==> src/rtl/typing_game_sched.sv <==
// rtl/typing_game_sched.sv - slot pool scheduler and WELCOME/PLAY/OVER FSM for the falling-character typing game
module typing_game_sched #(
    parameter int NSLOTS      = 8,
    parameter int LOWER_BOUND = 480,
    parameter int SCORE_MAX   = 255,
    localparam int IW         = $clog2(NSLOTS)
) (
    input  logic          clk,
    input  logic          rst_n,
    input  logic          start,
    input  logic          spawn_valid,
    input  logic [7:0]    spawn_ascii,
    input  logic [9:0]    spawn_col,
    input  logic [8:0]    spawn_row,
    input  logic [2:0]    spawn_speed,
    output logic          spawn_ready,
    input  logic          tick,
    input  logic          key_valid,
    input  logic [7:0]    key_ascii,
    input  logic [IW-1:0] rd_idx,
    output logic          rd_live,
    output logic [7:0]    rd_ascii,
    output logic [9:0]    rd_col,
    output logic [9:0]    rd_row,
    output logic [1:0]    state,
    output logic [7:0]    score,
    output logic          gameover,
    output logic          hit
);
    typedef enum logic [1:0] {
        S_WELCOME = 2'd0,
        S_PLAY    = 2'd1,
        S_OVER    = 2'd2
    } state_t;

    localparam logic [9:0] ROW_LIMIT = 10'(LOWER_BOUND);
    localparam logic [7:0] SCORE_TOP = 8'(SCORE_MAX);

    state_t cur_state, nxt_state;

    logic [NSLOTS-1:0] live;
    logic [7:0]        slot_ascii [NSLOTS];
    logic [9:0]        slot_col   [NSLOTS];
    logic [9:0]        slot_row   [NSLOTS];
    logic [2:0]        slot_speed [NSLOTS];

    logic              match;
    logic [IW-1:0]     victim;
    logic [9:0]        victim_row;
    logic              any_free;
    logic [IW-1:0]     free_idx;
    logic [9:0]        adv_row [NSLOTS];
    logic [NSLOTS-1:0] movers;
    logic              reach_bottom;
    logic              in_play;

    assign in_play = (cur_state == S_PLAY);

    // Victim is the lowest-on-screen matching slot; strict compare keeps the lowest index on ties.
    always_comb begin
        match      = 1'b0;
        victim     = '0;
        victim_row = '0;
        for (int i = 0; i < NSLOTS; i++) begin
            if (key_valid && live[i] && (slot_ascii[i] == key_ascii) &&
                (!match || (slot_row[i] > victim_row))) begin
                match      = 1'b1;
                victim     = IW'(i);
                victim_row = slot_row[i];
            end
        end
    end

    always_comb begin
        any_free = 1'b0;
        free_idx = '0;
        for (int i = 0; i < NSLOTS; i++) begin
            if (!live[i] && !any_free) begin
                any_free = 1'b1;
                free_idx = IW'(i);
            end
        end
    end

    always_comb begin
        reach_bottom = 1'b0;
        movers       = '0;
        for (int i = 0; i < NSLOTS; i++) begin
            adv_row[i] = slot_row[i] + ((slot_speed[i] == 3'd0) ? 10'd1 : {7'd0, slot_speed[i]});
            movers[i]  = tick && live[i] && !(match && (victim == IW'(i)));
            if (movers[i] && (adv_row[i] >= ROW_LIMIT)) begin
                reach_bottom = 1'b1;
            end
        end
    end

    assign spawn_ready = in_play && any_free;

    always_comb begin
        nxt_state = cur_state;
        case (cur_state)
            S_WELCOME: if (start)        nxt_state = S_PLAY;
            S_PLAY:    if (reach_bottom) nxt_state = S_OVER;
            S_OVER:    if (start)        nxt_state = S_WELCOME;
            default:                     nxt_state = S_WELCOME;
        endcase
    end

    always_ff @(posedge clk or negedge rst_n) begin
        if (!rst_n) begin
            cur_state <= S_WELCOME;
        end else begin
            cur_state <= nxt_state;
        end
    end

    always_ff @(posedge clk or negedge rst_n) begin
        if (!rst_n) begin
            live  <= '0;
            score <= '0;
            hit   <= 1'b0;
            for (int i = 0; i < NSLOTS; i++) begin
                slot_ascii[i] <= '0;
                slot_col[i]   <= '0;
                slot_row[i]   <= '0;
                slot_speed[i] <= '0;
            end
        end else begin
            hit <= 1'b0;
            if ((cur_state == S_WELCOME) && start) begin
                live  <= '0;
                score <= '0;
                for (int i = 0; i < NSLOTS; i++) begin
                    slot_ascii[i] <= '0;
                    slot_col[i]   <= '0;
                    slot_row[i]   <= '0;
                    slot_speed[i] <= '0;
                end
            end else if (in_play) begin
                for (int i = 0; i < NSLOTS; i++) begin
                    if (movers[i]) begin
                        slot_row[i] <= adv_row[i];
                    end
                end
                if (match) begin
                    live[victim]       <= 1'b0;
                    slot_ascii[victim] <= '0;
                    slot_col[victim]   <= '0;
                    slot_row[victim]   <= '0;
                    slot_speed[victim] <= '0;
                    hit                <= 1'b1;
                    if (score < SCORE_TOP) begin
                        score <= score + 8'd1;
                    end
                end
                // free_idx comes from live at cycle start, so it never aliases the victim.
                if (spawn_valid && any_free) begin
                    live[free_idx]       <= 1'b1;
                    slot_ascii[free_idx] <= spawn_ascii;
                    slot_col[free_idx]   <= spawn_col;
                    slot_row[free_idx]   <= {1'b0, spawn_row};
                    slot_speed[free_idx] <= spawn_speed;
                end
            end
        end
    end

    assign rd_live  = live[rd_idx];
    assign rd_ascii = rd_live ? slot_ascii[rd_idx] : 8'd0;
    assign rd_col   = rd_live ? slot_col[rd_idx]   : 10'd0;
    assign rd_row   = rd_live ? slot_row[rd_idx]   : 10'd0;

    assign state    = cur_state;
    assign gameover = (cur_state == S_OVER);

endmodule

==> config.mk <==
export PLATFORM = sky130hd
export DESIGN_NAME = typing_game_sched
export DESIGN_NICKNAME = d
export VERILOG_FILES = /design/src/rtl/typing_game_sched.sv
export SDC_FILE = /design/constraint.sdc
export NUM_CORES = 1
export LEC_CHECK = 0
export ABC_CLOCK_PERIOD_IN_PS = 48600
export CELL_PAD_IN_SITES_DETAIL_PLACEMENT = 0
export CELL_PAD_IN_SITES_GLOBAL_PLACEMENT = 1
export CORE_AREA = 2 2 157 236
export DETAILED_ROUTE_END_ITERATION = 10
export DIE_AREA = 0 0 159 238
export GPL_TIMING_DRIVEN = 0
export PLACE_DENSITY_LB_ADDON = 0.05
export SETUP_SLACK_MARGIN = 0.15
export SYNTH_ARGS = -nofsm -noshare
export SYNTH_HDL_FRONTEND = slang
export SYNTH_SLANG_ARGS = --single-unit
==> constraint.sdc <==
create_clock -name clk -period 48.6 [get_ports clk]
set_clock_uncertainty 0.15 [all_clocks]
set_input_delay 9.72 -clock clk [delete_from_list [all_inputs] [get_ports clk]]
set_output_delay 9.72 -clock clk [all_outputs]
set_load 0.005 [all_outputs]
==> results of run 1 <==
[placed cells by master, fill, tap and decap left out, types with 6 or more instances in the layout]
master / synthesis / layout
sky130_fd_sc_hd__nand4_1: 36 / 36
sky130_fd_sc_hd__o21ai_0: 202 / 202
sky130_fd_sc_hd__a21o_1: 36 / 36
sky130_fd_sc_hd__or3_1: 10 / 10
sky130_fd_sc_hd__dfrtp_1: 267 / 267
sky130_fd_sc_hd__a22oi_1: 7 / 7
sky130_fd_sc_hd__nor4_1: 16 / 16
sky130_fd_sc_hd__ha_1: 95 / 95
sky130_fd_sc_hd__xor2_1: 40 / 40
sky130_fd_sc_hd__and2_1: 7 / 7
sky130_fd_sc_hd__a211oi_1: 8 / 8
sky130_fd_sc_hd__nand2b_1: 13 / 13
sky130_fd_sc_hd__clkbuf_16: 0 / 29
sky130_fd_sc_hd__mux4_2: 58 / 58
sky130_fd_sc_hd__buf_6: 6 / 6
sky130_fd_sc_hd__and3_1: 15 / 15
sky130_fd_sc_hd__a31oi_1: 27 / 27
sky130_fd_sc_hd__nand3_1: 70 / 70
sky130_fd_sc_hd__buf_2: 10 / 11
sky130_fd_sc_hd__a21oi_1: 81 / 81
sky130_fd_sc_hd__o32a_1: 7 / 7
sky130_fd_sc_hd__buf_1: 14 / 14
sky130_fd_sc_hd__mux2_2: 18 / 18
sky130_fd_sc_hd__clkdlybuf4s50_1: 0 / 76
sky130_fd_sc_hd__o21bai_1: 12 / 12
sky130_fd_sc_hd__o2bb2ai_1: 84 / 84
sky130_fd_sc_hd__o31ai_1: 8 / 8
sky130_fd_sc_hd__mux2i_1: 55 / 55
sky130_fd_sc_hd__o211ai_1: 10 / 10
sky130_fd_sc_hd__o221ai_1: 31 / 31
sky130_fd_sc_hd__nor2_1: 127 / 127
sky130_fd_sc_hd__inv_1: 53 / 53
sky130_fd_sc_hd__clkbuf_1: 110 / 114
sky130_fd_sc_hd__xnor2_1: 46 / 46
sky130_fd_sc_hd__nor3_1: 45 / 45
sky130_fd_sc_hd__fa_1: 8 / 8
sky130_fd_sc_hd__nand2_1: 255 / 255
sky130_fd_sc_hd__nor2b_1: 8 / 8
[through the flow]
stage	std cells	utilization, %
3_3_place_gp	2548	55.44
6_report	2601	58.30
5_1_grt	2601	58.30
4_1_cts	2601	58.30
3_5_place_dp	2551	55.62
2_1_floorplan	1993	-
[sequential cells by signal (all words and copies together) (netlist names)]
| register | count |
|---|---|
| hit | 1 |
| live | 8 |
| score | 8 |
| slot_ascii | 64 |
| slot_col | 80 |
| slot_row | 80 |
| slot_speed | 24 |
| state | 2 |
[routing by layer]
layer | share of wire [%] | GRT usage [%]
met3 | 7.8 | 6.449
met4 | 7.9 | 25.95
met5 | 0.036 | 0
met1 | 37 | 46.31
met2 | 47 | 64.18
[final timing paths]
path	to	slack, ps	depth (start not counted)
worst max-delay path	slot_col[65]	18090	71
worst min-delay path	slot_col[32]	320	2
worst max register to register	slot_col[65]	26940	71
worst min register to register	slot_col[32]	320	2
max in group asynchronous	slot_col[75]	38280	2
min in group asynchronous	slot_row[59]	8940	1
[cell families after synthesis]
| logic type | count (synthesis) |
|---|---|
| and+or+nand+nor | 636 |
| AOI/OAI and AO/OA | 574 |
| DFF | 267 |
| buffers and inverters | 196 |
| muxes | 131 |
| adders and majority gates | 103 |
| xor gates and xnor gates | 86 |
[area by class of cell]
type	instances	share of cell area, %
multi-input cells	1530	52.59
flip-flops and latches	267	32.07
repair buffers	80	4.012
clock buffers	37	3.820
plain buffers	143	2.907
well taps	478	2.871
inverters	53	0.9549
clock inverters	13	0.7747
[power breakdown]
group	total, mW	internal [mW]	switching (mW)
Combinational	0.553	0.195	0.357
Clock	0.231	0.131	0.100
Sequential	0.366	0.287	0.0787
Total	1.15	0.614	0.536
[critical path, delay by kind of cell]
kind            cells  cell delay (ps)
buf+inv            16             5640
compound gates     28             6720
mux                 3             1530
fa+ha+maj           7             2040
simple gates       17             5070
==> run summary, run 1 <==
The largest net degree at the start of global routing came out at 116. The register area share after synthesis is 36.23%. The floorplan has 85 rows.

By instance count, the leading cell after synthesis is sky130_fd_sc_hd__dfrtp_1. Ranked by instance count, the synthesized netlist is headed by sky130_fd_sc_hd__dfrtp_1, sky130_fd_sc_hd__nand2_1, sky130_fd_sc_hd__o21ai_0. The most used flip-flop cell after synthesis is sky130_fd_sc_hd__dfrtp_1.

The number of pins exceeding their max-slew limit in the final report is 0. The antenna diode count came out at 0. The beginning of the critical path is key_valid. The routed wire length is 73040 um.

The routed wire length per instance came out at 28.08 um. The most numerous cell type found on the critical path is sky130_fd_sc_hd__clkbuf_1. The total area of sequential cells is 6681 sq um. The number of warnings printed during yosys synthesis is 0.

The total power density per cell area is 55.20 nW/um^2. The detailed-routing iteration count for the pre-antenna-repair pass came out at 6. The final worst-path setup slack is 18090 ps. After floorplanning, the core was sized to cover 35730 sq um. The data required time of the critical path is 48860 ps. The area of all placed cells without fillers came out at 20830 sq um. The post-place setup slack is 17960 ps. The effective utilization at floorplan came out at 51.61%. Summing the areas of all fa, ha and maj instances in the mapped netlist gives 7.313% of the synthesized area.

At the pin with the least slew margin, the transition time is 1398 ps. The main combinational cell family by area after synthesis is compound AO/OA/AOI/OAI gates. Of the post-synthesis cell area, the dominant cell type holds 36.23%.

The placed wire-length estimate is 55260 um. The worst slack on hold paths came out at 324.3 ps. The gate count after technology mapping is 1993. The initial antenna violation count is 2. The weighted congestion at the end of routability-driven global placement is 0.9738.

The slowest stage of the critical path belongs to the cell sky130_fd_sc_hd__mux2i_1. The number of distinct library cells after synthesis came out at 79. The area fraction in and, or, nand and nor cells after synthesis is 16.13%. For this run the aggregate overflow at the end of global routing stands at 0. Of all cell types, the one taking the most synthesized area is sky130_fd_sc_hd__dfrtp_1.

Clock-pin slew was measured on the worst setup and hold paths at 60 ps. The net count after synthesis came out at 2143. The floorplan die area came out at 37840 sq um. The layout cell share with drive strength beyond 1 came out at 7.913%. The post-CTS setup buffer count came out at 0. The post-cts gate resize count came out at 0. The flow ran to the end, and the final reports show no timing, DRC or antenna violations. Dividing the final minimum period by the clock period gives 62.78%.

CTS built an H-tree with a depth of 1. The clock reaches the later pin of the worst-skew pair after 580 ps. Measured along the x axis, the die boundary spans 159 um. STA classifies the critical path endpoint as a flop. The number of clock buffers added by TritonCTS is 29. TritonCTS built the clock tree. The worst-case headroom to the max-slew limit is 6.776%. The post-route antenna net violation count is 0. By area the synthesized netlist is led by sky130_fd_sc_hd__dfrtp_1, sky130_fd_sc_hd__mux4_2, sky130_fd_sc_hd__ha_1, sky130_fd_sc_hd__o21ai_0, sky130_fd_sc_hd__nand2_1.

The total number of vias came out at 17319. The floorplan die height came out at 238 um. The via density per instance is 6.659. Summing the areas of all compound-gate instances in the mapped netlist gives 20.71% of the synthesized area. The worst setup path is launched from an input pin. After synthesis, the share of flip-flops with an asynchronous set or reset is 100.0%. After synthesis, the mean cell area works out to 9.254 sq um. The final number of hold-violating endpoints is 0. The global-route usage over all layers is 38.64%.

The via count of the first global-routing pass came out at 17505. The number of buffers inserted by hold repair at cts is 0. For this design the static power due to leakage is 8.839 nW. After layout, the design draws a total of 1.150 mW. The startpoint identified for the worst register-to-register timing path is live[0]. The area added between synthesis and finish is 12.96%. Based on the critical path, the design can be clocked at up to 0.03278 GHz. The startpoint of the lowest-slack hold path is slot_col[32]. The proportion of synthesized area in mux cells came out at 11.17%. The first routing iteration left 1515 violations. After filler insertion, the fill cell instance count of the layout stands at 3331.

The count of buffers inserted at the top-level ports came out at 77. At the end of the flow, the number of nets in the layout was 2254. The highest cell delay on the worst timing path is 770 ps. The final setup violation count is 0. The first global-routing pass estimated 110100 um of wire. In this run the worst path has a maximum fanout of 10. The multi-input combinational cells in the finished layout cover a total of 10960 sq um. Counting flops with a built-in enable in the synthesized netlist gives 0. At the worst endpoint, the arrival time is 30760 ps. The worst supply voltage drop on vdd came out at 0.04547 mV. Setup repair after global routing left no endpoint under its margin. The root buffer cell chosen for the clock tree is sky130_fd_sc_hd__clkbuf_16. The xor/xnor share of the synthesized area came out at 4.084%. The total cell area at the placement stage is 19880 sq um. The post-route setup TNS is 0 ps.

After synthesis the netlist holds a flip-flop and latch count of 267. The maximum clock insertion buffer count is 3. The total standard cell area after synthesis is 18440 sq um.

The category of the most critical setup path is in -> reg. The sink count of the clock tree came out at 267. In this run the worst hold path is classified as reg -> reg.

The I/O pin count is 89. For this run, design rule violations remaining after detail routing come to 0. Counting I/O delays and the setup requirement, the final critical path takes 30510 ps. Across the run, the number of max-cap violations was 0.
Power figures use the tool's default switching activity.
==> inputs of run 2 (changes only) <==
--- a/config.mk
+++ b/config.mk
@@ -5,12 +5,12 @@
 export SDC_FILE = /design/constraint.sdc
 export NUM_CORES = 1
 export LEC_CHECK = 0
-export ABC_CLOCK_PERIOD_IN_PS = 48600
+export ABC_CLOCK_PERIOD_IN_PS = 29000
 export CELL_PAD_IN_SITES_DETAIL_PLACEMENT = 0
 export CELL_PAD_IN_SITES_GLOBAL_PLACEMENT = 1
-export CORE_AREA = 2 2 157 236
+export CORE_AREA = 2 2 164 246
 export DETAILED_ROUTE_END_ITERATION = 10
-export DIE_AREA = 0 0 159 238
+export DIE_AREA = 0 0 166 248
 export GPL_TIMING_DRIVEN = 0
 export PLACE_DENSITY_LB_ADDON = 0.05
 export SETUP_SLACK_MARGIN = 0.15
==> constraint.sdc (replaced) <==
create_clock -name clk -period 29 [get_ports clk]
set_clock_uncertainty 0.15 [all_clocks]
set_input_delay 5.8 -clock clk [delete_from_list [all_inputs] [get_ports clk]]
set_output_delay 5.8 -clock clk [all_outputs]
set_load 0.005 [all_outputs]
==> run 2 against run 1 <==
  * Critical path type unchanged
  * First-iteration DRC count increased by 18%
  * Wire length up 1.8%
  * Die area up 8.8%
  * Global-route usage down 2.8 points
  * Final cell count increased by 0.92%
==> run summary, run 2 (synthesized netlist as in run 1, its figures left out) <==
The count of maximum capacitance violations came out at 0. In the final layout, the registers with the most flip-flops are slot_col (80), slot_row (80), slot_ascii (64). Data arrives at the worst endpoint at 26050 ps. The number of core rows came out at 89. The area added between synthesis and finish came out at 13.30%. The routed wire length is 74380 um. Once the clock tree was built, the setup fixing pass inserted 0 buffers.

The worst supply voltage drop on vdd came out at 0.05594 mV. The effective utilization at floorplan is 47.18%. The floorplan die area came out at 41170 sq um. The repair_antennas step left the layout with diodes totalling 0. The clock passes through at most 3 buffers. Setup repair after global routing left no endpoint under its margin. The post-layout net count is 2254.

In this run the worst path has a maximum fanout of 10. The final setup violation count is 0. The master cell of the clock root buffer is sky130_fd_sc_hd__clkbuf_16.

The via count of the first global-routing pass is 16800. The number of instances on the worst hold path came out at 2. The sequential group share of total power is 31.5%.

The number of pins exceeding their max-slew limit in the final report came out at 0. The highest cell delay on the worst timing path is 710 ps. The clock transition at the register clock pins on the worst setup and hold paths after CTS is 60 ps. The worst setup path is captured at a flop. The sink count of the clock tree came out at 267.

The count of buffers inserted at the top-level ports is 77. The largest individual stage delay along the critical path comes from the cell sky130_fd_sc_hd__nor4_4. In the final routed layout, each cell accounts on average for 28.33 um. The setup slack on the worst flop-to-flop path came out at 8130 ps. The detailed-routing iteration count for the pre-antenna-repair pass is 6.

In this run the cell area measured after placement is 19900 sq um. The run finished with clean final reports. The final number of hold-violating endpoints is 0. The worst setup path is launched from an input pin. The worst setup path is of the in -> reg kind.

The final total power came out at 1.943 mW. The part of the cycle the worst path needs is 88.92%. The largest net degree at the start of global routing came out at 105. The later pin in the worst-skew pair is clocked with a latency of 580 ps. From left edge to right edge, the die measures 166 um. For this design the ratio of total power to cell area is 92.97 nW/um^2. The global-route usage over all layers is 35.89%. The fraction of power spent switching nets is 46.45%. The number of DRC violations after detailed-routing iteration 0 is 1794. The worst slack on hold paths came out at 326.2 ps. The total number of vias came out at 17143.

The minimum clock period after layout came out at 25790 ps. The power spent charging and discharging nets came out at 0.9025 mW. The I/O pin count came out at 89.

Counting stages on the worst path, the most repeated cell is sky130_fd_sc_hd__clkbuf_1. The number of buffers inserted by hold repair at cts came out at 0. The data required time of the critical path is 29260 ps. The overall overflow remaining after global route is 0. In the layout the commonest cells are sky130_fd_sc_hd__dfrtp_1, sky130_fd_sc_hd__nand2_1, sky130_fd_sc_hd__o21ai_0, sky130_fd_sc_hd__nor2_1, sky130_fd_sc_hd__clkbuf_1. The placeable core region is 39090 sq um. The share of total power in the clock network came out at 20.5%. CTS built an H-tree with a depth of 1. The via density per instance is 6.531. For this design the static power due to leakage is 8.868 nW. The maximum clock frequency came out at 0.03878 GHz. The number of clock buffers inserted by TritonCTS came out at 29. The min-delay analysis places its worst path in the category reg -> reg. Adding up every negative setup slack in the final design gives 0 ps. Counting cells, the worst reg-to-reg path comes to 72.

The initial antenna violation count is 0. The weighted congestion at the end of routability-driven global placement is 0.9633. Combinational logic is responsible for 48.0% of the overall power. The die is 248 um tall. The most common cell after layout, fill and taps aside is sky130_fd_sc_hd__dfrtp_1.

The residual DRC count is 0. Gates resized during post-CTS repair numbered 0. The slew at the pin with the worst max-slew slack came out at 1355 ps.

The area of all placed cells without fillers came out at 20900 sq um. The placed wire-length estimate came out at 56280 um. The post-route antenna net violation count is 0. The first-pass GRT wire length is 110500 um. The final-layout fill cell count came out at 3656.

In this run the tightest slew margin relative to its limit is 8.978%. The internal power is 1.040 mW. The layout cell share with drive strength beyond 1 came out at 8.000%. TritonCTS built the clock tree.
[run 2: cell count changes in the layout (fill, tap and decap cells not counted)]
cell	change
sky130_fd_sc_hd__clkbuf_8	+1
sky130_fd_sc_hd__bufinv_16	+1
sky130_fd_sc_hd__clkinv_2	+3
sky130_fd_sc_hd__clkinvlp_4	-2
sky130_fd_sc_hd__inv_6	+1
sky130_fd_sc_hd__clkinv_4	-2
[run 2: metrics by stage]
stage | setup slack (ps) | util, % | std cells
floorplan | 7950 | - | 1993
global placement | 2919 | 50.76 | 2570
detailed placement | 2974 | 50.91 | 2572
CTS | 3527 | 53.45 | 2624
global route | 1948 | 53.46 | 2625
finish | 3212 | 53.46 | 2625
[run 2: power by group through the flow]
stage / sequential [mW] / clock, mW / combinational, mW
final: 0.612 / 0.398 / 0.933
after floorplan: 0.560 / 0 / 0.591
after global routing: 0.621 / 0.414 / 1.00
after CTS: 0.607 / 0.399 / 0.915
after global placement: 0.610 / 0 / 0.896
after detailed placement: 0.613 / 0 / 0.910
[run 2: layer usage]
layer	global-route usage [%]	vias up	wire length [um]
met3	4.337	234	5163
met5	0	-	0
li1	-	7623	-
met2	61.72	859	36060
met4	19.64	0	4777
met1	44.19	8427	28380
[run 2: area by class of cell]
cell class | instances | area, sq um | area share, %
buffer | 143 | 605.6 | 2.898
tap | 500 | 625.6 | 2.994
multi-input combinational | 1530 | 10960 | 52.43
sequential | 267 | 6681 | 31.97
clock inverter | 14 | 182.7 | 0.8742
timing repair buffer | 80 | 835.8 | 4.000
inverter | 53 | 198.9 | 0.9520
clock buffer | 38 | 809.5 | 3.874
[run 2: final timing paths]
kind,from,endpoint
setup / recovery,key_ascii[2],slot_col[66]
hold / removal,slot_col[14],slot_col[14]
setup reg to reg,live[0],slot_col[66]
hold reg to reg,slot_col[14],slot_col[14]
max in group asynchronous,rst_n,slot_col[38]
min in group asynchronous,rst_n,score[2]
[run 2: worst max-delay path: cells and delay by family]
| kind | cells | cell delay (ps) |
|---|---|---|
| adder cells (fa/ha/maj) | 7 | 1940 |
| XOR/XNOR | 1 | 180 |
| multiplexers | 3 | 1450 |
| AO/OA/AOI/OAI | 29 | 6630 |
| AND/OR/NAND/NOR | 16 | 4950 |
| buffers and inverters | 16 | 5050 |
